**src/rtl/chk_pkg.sv**
```systemverilog
// ---------------------------------------------------------------------------
// chk_pkg
// Shared definitions for the end-of-program architectural state checker.
//   chk_state_e      : checker FSM states
//   NO_ERR_IDX_WIDE  : all-ones "no mismatch seen" index; modules slice it
//                      down to their golden-index width
//   CHK_STATE_W      : width of the exported debug state
// ---------------------------------------------------------------------------
package chk_pkg;

  localparam int CHK_STATE_W = 3;

  typedef enum logic [CHK_STATE_W-1:0] {
    ST_RUN     = 3'd0,  // program executing, run cycles counted
    ST_DRAIN   = 3'd1,  // halt seen, waiting for the pipeline to retire
    ST_REG_CMP = 3'd2,  // streaming register file against golden image
    ST_MEM_CMP = 3'd3,  // streaming data-memory window against golden image
    ST_DONE    = 3'd4   // verdict valid, held until reset
  } chk_state_e;

  localparam logic [31:0] NO_ERR_IDX_WIDE = 32'hFFFF_FFFF;

endpackage

```
**src/rtl/chk_compare_stage.sv**
```systemverilog
// ---------------------------------------------------------------------------
// chk_compare_stage
// One-cycle-delayed comparator. An issue in cycle N drives read addresses to
// the register file / data memory / golden ROM, whose synchronous read data
// arrive in cycle N+1. This stage remembers what was issued, compares in
// cycle N+1 and registers the result at the end of N+1.
//
// Issue/compare handshake: issue_valid is a single-cycle qualifier with no
// back-pressure (there is no ready); every cycle with issue_valid=1 produces
// exactly one compare one cycle later, and issue_is_mem / issue_idx are
// only meaningful while issue_valid=1.
//
// Ports
//   clk, rst            : clock, synchronous active-low reset
//   issue_valid         : an address was issued this cycle
//   issue_is_mem        : issued word comes from data memory (else reg file)
//   issue_idx           : golden index of the issued word
//   reg_rdata/mem_rdata : read data, valid one cycle after issue
//   gold_rdata          : golden data, valid one cycle after issue
//   mismatch            : one-cycle strobe per failed compare
//   err_count           : saturating mismatch count
//   first_err_idx       : golden index of first mismatch, all-ones if none
// ---------------------------------------------------------------------------
module chk_compare_stage
  import chk_pkg::*;
#(
  parameter int XLEN    = 32,
  parameter int GOLD_AW = 12,
  parameter int ERR_W   = 16
) (
  input  logic               clk,
  input  logic               rst,
  input  logic               issue_valid,
  input  logic               issue_is_mem,
  input  logic [GOLD_AW-1:0] issue_idx,
  input  logic [XLEN-1:0]    reg_rdata,
  input  logic [XLEN-1:0]    mem_rdata,
  input  logic [XLEN-1:0]    gold_rdata,
  output logic               mismatch,
  output logic [ERR_W-1:0]   err_count,
  output logic [GOLD_AW-1:0] first_err_idx
);

  localparam logic [GOLD_AW-1:0] NO_ERR_IDX = NO_ERR_IDX_WIDE[GOLD_AW-1:0];
  localparam logic [ERR_W-1:0]   ERR_MAX    = '1;

  // Issue-side bookkeeping delayed to line up with the returning read data.
  logic               cmp_valid_q;
  logic               cmp_is_mem_q;
  logic [GOLD_AW-1:0] cmp_idx_q;

  logic               mismatch_q;
  logic [ERR_W-1:0]   err_count_q;
  logic [GOLD_AW-1:0] first_err_idx_q;

  logic [XLEN-1:0]    actual;
  logic               miss;

  always_comb begin
    actual = reg_rdata;
    if (cmp_is_mem_q) begin
      actual = mem_rdata;
    end
    miss = cmp_valid_q && (actual != gold_rdata);
  end

  always_ff @(posedge clk) begin
    if (!rst) begin
      cmp_valid_q     <= 1'b0;
      cmp_is_mem_q    <= 1'b0;
      cmp_idx_q       <= '0;
      mismatch_q      <= 1'b0;
      err_count_q     <= '0;
      first_err_idx_q <= NO_ERR_IDX;
    end else begin
      cmp_valid_q  <= issue_valid;
      cmp_is_mem_q <= issue_is_mem;
      cmp_idx_q    <= issue_idx;
      mismatch_q   <= miss;
      if (miss && (err_count_q != ERR_MAX)) begin
        err_count_q <= err_count_q + 1'b1;
      end
      // Only the very first failure is recorded; later ones leave it alone.
      if (miss && (first_err_idx_q == NO_ERR_IDX)) begin
        first_err_idx_q <= cmp_idx_q;
      end
    end
  end

  assign mismatch      = mismatch_q;
  assign err_count     = err_count_q;
  assign first_err_idx = first_err_idx_q;

endmodule

```
**config.mk**
```make
export PLATFORM = sky130hd
export DESIGN_NAME = chk_compare_stage
export DESIGN_NICKNAME = d
export VERILOG_FILES = /design/src/rtl/chk_pkg.sv /design/src/rtl/chk_compare_stage.sv
export SDC_FILE = /design/constraint.sdc
export NUM_CORES = 1
export LEC_CHECK = 0
export CAP_MARGIN = 20
export CORE_MARGIN = 2
export CORE_UTILIZATION = 41
export CTS_CLUSTER_DIAMETER = 60
export DETAILED_ROUTE_END_ITERATION = 7
export GPL_TIMING_DRIVEN = 0
export PLACE_DENSITY_LB_ADDON = 0.05
export SYNTH_ARGS = -nofsm -noshare
export SYNTH_HDL_FRONTEND = slang
export SYNTH_SLANG_ARGS = --single-unit
```
**constraint.sdc**
```tcl
create_clock -name clk -period 6 [get_ports clk]
set_clock_uncertainty 0.1 [all_clocks]
set_input_delay 0.6 -clock clk [delete_from_list [all_inputs] [get_ports clk]]
set_output_delay 0.6 -clock clk [all_outputs]
set_load 0.02 [all_outputs]
```
Word level (Yosys, flattened, before mapping)
Cells that the tools add are included.

storage, ports and cells
  flip-flop bits (word level) = 43
  bits in latches = 0
  RAM bits = 0
  memory bits (read-only) = 0
  input port bits = 112
  output and inout port bits = 29
  logic and storage cells = 14
  memories = 0

operators by class
  add/sub/neg operators = 1
  multiply operators = 0
  div/mod/pow operators = 0
  order comparisons = 0
  equal/unequal tests = 3
  shift operators = 0
  muxes and demuxes = 1
  bitwise logic cells = 0
  reductions and logical operators = 3

operators by type and width
  kind                                            number
  two-way mux 32 bit                              1
  inequality test 32 bit                          1
  adder 16 x 1 -> 16 bit (second input constant)  1
  inequality test 16 bit (second input constant)  1
  equality test 12 bit (second input constant)    1
  logical AND 1 bit                               3

Logic depth before layout (Yosys ltp)
  depth after elaboration = 4
  gate-level depth with buffers = 10
  mapped depth without buffers = 7

Worst setup path after synthesis
Ideal clock, no wire load.

  path type = flip-flop to flip-flop
  from = register cmp_is_mem_q
  to = register err_count_q[0] (netlist: err_count[0])
  library setup time = 128 ps
  data arrival time = 1925 ps
  required time = 5772 ps
  path slack = 3847 ps
  stages on the path, launching flop included = 11
  buffers on the path = 3
  clock period less this slack = 2153 ps
  cells stage by stage = dfxtp_1 buf_6 buf_6 mux2i_1 xnor2_1 nor4_2 nand4_2 o21ai_4 buf_6 xor2_1 nor2_1

between the ends
  longest elaborated chain between the ends = 4

RTL lines
  item                    line                     text
  start, declared         chk_compare_stage.sv:49  logic cmp_is_mem_q;
  start signal, assigned  chk_compare_stage.sv:77  cmp_is_mem_q <= issue_is_mem;
  two-way mux 32 bit      chk_compare_stage.sv:61  if (cmp_is_mem_q) begin
  inequality test 32 bit  chk_compare_stage.sv:64  miss = cmp_valid_q && (actual != gold_rdata);
  logical AND 1 bit       chk_compare_stage.sv:64
  logical AND 1 bit       chk_compare_stage.sv:80  if (miss && (err_count_q != ERR_MAX)) begin
  end signal, assigned    chk_compare_stage.sv:81  err_count_q <= err_count_q + 1'b1;
  end, declared           chk_compare_stage.sv:53  logic [ERR_W-1:0] err_count_q;

Every way passes these cells.
A chain may end at the register's enable or synchronous reset.

Worst setup path after layout
  from = input reg_rdata[30]
  to = register err_count_q[0] (netlist: err_count[0])

between the ends
  longest elaborated chain between the ends = 4

RTL lines
  item                    line                     text
  start, declared         chk_compare_stage.sv:36  input logic [XLEN-1:0] reg_rdata,
  two-way mux 32 bit      chk_compare_stage.sv:61
  inequality test 32 bit  chk_compare_stage.sv:64
  logical AND 1 bit       chk_compare_stage.sv:64
  logical AND 1 bit       chk_compare_stage.sv:80

Every way passes these cells.

==> impl_metrics.toml <==
[run_status]
outcome = "finished, final reports clean"

[pwr]
power_per_cell_area_nw_per_um2 = 206
p_comb_share_pct = 36.1
clk_pwr_share_pct = 22.0
p_int_mw = 0.576
ir_drop_mv = 0.181
p_seq_share_pct = 41.9
total_switching_power_mw = 0.241
power.static_leakage_nw = 1.41
power_switching_share_pct = 29.5

[synth]
synthesis.instances = 249
synth-edff-count = 0
nets_in_the_synthesized_netlist = 362
postSynthAreaPerCell_um2 = 9.58
netlist_top_cells_area = "dfxtp_1 (36%), mux2i_1 (14%), xnor2_1 (12%)"
mappedNetlistArea_um2 = 2390
synth.distinct_cells = 35
synth.largest_area_cell = "dfxtp_1"
yosys.area.top_type_share_pct = 36.1
yosysSeqAreaShare_pct = 36.1
postSynth.asyncResetShare_pct = 0
synth_flop_cell = "dfxtp_1"
yosysWarnings = 0
yosys_register_bits = 43

[die]
chipWidth_um = 80.3
core_um2 = 5570
num_rows = 27
die-height_um = 80.3
top_level_ports = 141
initial_core_util_pct = 42.8
dieArea_um2 = 6450

[detailed_routing]
drt_drc_violations_left = 0
postRouteWirelength_um = 7040
antenna_violating_nets_post_route = 0
first_iter_violations = 84
first_pass_iters = 4
average_wire_length_per_cell_after_detail_routing_um = 15.0
via_per_inst = 5.11
route.vias.total = 2398

[place]
preCtsSetupSlack_ns = 3.12
gp_congestion = 0.806
place_hpwl_um = 5730
io_buffers = 140

[clock_tree]
numClockSinks = 43
htree_levels = 2
postCtsHoldBufs = 0
post_cts_setup_buffer_count = 0
tritoncts = "yes"
worst_skew_pair.late_latency_ns = 0.29
max-clock-path-buffers = 2
inserted_clock_buffers = 5
post_cts_resize_count = 0
path_clk_slew_ns = 0.08
clock-root-buffer = "clkbuf_8"

[job]
cap_viol_max_count = 0

[worst_setup_path]
slowest_delay_ns = 0.47
cp_cell_sequence = "clkdlybuf4s50_1, mux2i_1, xnor2_1, nor4_1, nand4_1, o21ai_4, buf_6, xor2_1, nor2_1"
crit_slowest_cell = "clkdlybuf4s50_1"
arrival_ns = 2.63
criticalPathCategory = "in -> reg"
ff2ff_setup_slack_ns = 3.47
critical_path_fanouts_max = 10
cp.required_ns = 6.07
cp-start-kind = "primary input"
setup.worst_path.end_class = "flip-flop"

[timing]
worstMarginPinSlew_ns = 0.528
worst_setup_margin_ns = 3.45
setup_tns_ns = 0
worst_slew_margin_rel_pct = 64.8
finalSetupViolCount = 0
period_minus_slack_ns = 2.55
achievable-frequency_ghz = 0.391
final_hold_violating_endpoints = 0
rsz0062_at_grt = "false"
report.final.slew_viol_count = 0
timing.final.crit_share_pct = 42.6
hold-worst-slack_ns = 0.387

[layout]
final_layout_size_suffix_gt1_share_pct = 6.05
areaGrowthSynthToFinish_pct = 66.1
diodes = 0
final.fill_count = 464
utilization_pct = 71.1
final_net_count = 509

[grt]
globalRouteTotalUtil_pct = 22.8
grt_pass1_vias = 2514
grt_start_max_net_pins = 14
grt.overflow.total = 0
grt_antenna_before_repair = 0
grt_first_pass_wirelength_um = 11400

[worst_hold_path]
hp-class = "reg -> reg"
-- flip-flops by register name (all words and copies together) (netlist names) --
signal / count
cmp_idx_q: 12
cmp_is_mem_q: 1
cmp_valid_q: 1
err_count: 16
first_err_idx: 12
mismatch: 1
-- final timing paths --
kind / end / depth (start not counted) / from
hold / removal: first_err_idx[3]$_SDFFE_PN1P_ / 2 / cmp_idx_q[3]$_SDFF_PN0_
setup reg to reg: err_count[0]$_SDFFE_PN0P_ / 10 / cmp_is_mem_q$_SDFF_PN0_
hold reg to reg: first_err_idx[3]$_SDFFE_PN1P_ / 2 / cmp_idx_q[3]$_SDFF_PN0_
setup / recovery: err_count[0]$_SDFFE_PN0P_ / 9 / reg_rdata[30]
-- placed cells by master (no fill, tap or decap), types with 5 or more instances in the layout --
master           Yosys  layout
nor2_1              15      15
nand2_1              8       8
mux2i_1             33      33
a21oi_1             11      11
nor4_2               5       5
and2_1              15      15
nand4_1              7       7
dfxtp_1             43      43
xnor2_1             32      32
clkbuf_1             5       6
nand3_1              7       7
o31ai_1              5       5
clkdlybuf4s50_1      0     140
clkbuf_8             0       5
buf_6                6       6
or4_1                5       5
o21ai_1              8       8
or3_1                6       6
a2bb2oi_1           12      12
-- power by group through the flow --
stage / logic (mW) / clock network [mW] / registers, mW
after floorplan: 0.116 / 0 / 0.376
after global placement: 0.294 / 0 / 0.348
after detailed placement: 0.298 / 0 / 0.348
after CTS: 0.298 / 0.184 / 0.342
after global routing: 0.320 / 0.198 / 0.346
final: 0.295 / 0.180 / 0.342
-- cell usage after synthesis, drive strengths merged (3+ instances only) --
cell type and n:
clkbuf 5, o31ai 5, xnor2 32, nor4 9, a2bb2oi 12, a21oi 11, dfxtp 43, buf 7
or3 6, nor2 16, nand3 7, inv 4, nand4 8, or4 5, nand2 8, and2 15
and3 3, o21ai 9, mux2i 33
-- routing by layer --
| layer | vias to the layer above | share of wire (%) | global-route usage (%) |
|---|---|---|---|
| met5 | - | 0 | 0 |
| met4 | 0 | 2.7 | 8.81 |
| met3 | 16 | 9.7 | 9.44 |
| met2 | 99 | 50 | 39.9 |
| met1 | 1086 | 38 | 24.3 |
| li1 | 1197 | - | - |
-- critical path, delay by kind of cell --
family	cells	cell delay, ns
buffers and inverters	2	0.67
and+or+nand+nor	3	0.67
muxes	1	0.08
xor gates and xnor gates	2	0.27
AOI/OAI and AO/OA	1	0.34
-- logic make-up (layout without fill, tap and decap cells) --
family / after synthesis / after routing / share of synthesized area, %
and+or+nand+nor: 84 / 84 / 21.5
AOI/OAI and AO/OA: 39 / 39 / 11.5
muxes: 33 / 33 / 13.8
DFF: 43 / 43 / 36.1
buffers and inverters: 16 / 164 / 4.46
adders and majority gates: 1 / 1 / 0.524
xor gates and xnor gates: 33 / 33 / 12.1
-- cell type report --
class	count	area (µm²)	area share [%]
timing repair buffer	140	1400	35.4
inverter	4	15.0	0.379
buffer	12	91.3	2.31
tap	72	90.1	2.27
clock buffer	6	72.6	1.83
sequential	43	861	21.7
clock inverter	2	12.5	0.316
multi-input combinational	190	1420	35.8
-- stage by stage --
| stage | cells | instance area [µm²] | power [mW] |
|---|---|---|---|
| after floorplan | 249 | 2390 | 0.492 |
| after global placement | 461 | 3880 | 0.642 |
| after detailed placement | 461 | 3880 | 0.645 |
| after CTS | 469 | 3960 | 0.824 |
| after global routing | 469 | 3960 | 0.864 |
| final | 469 | 3960 | 0.817 |
(Power assumes the default switching activity.)
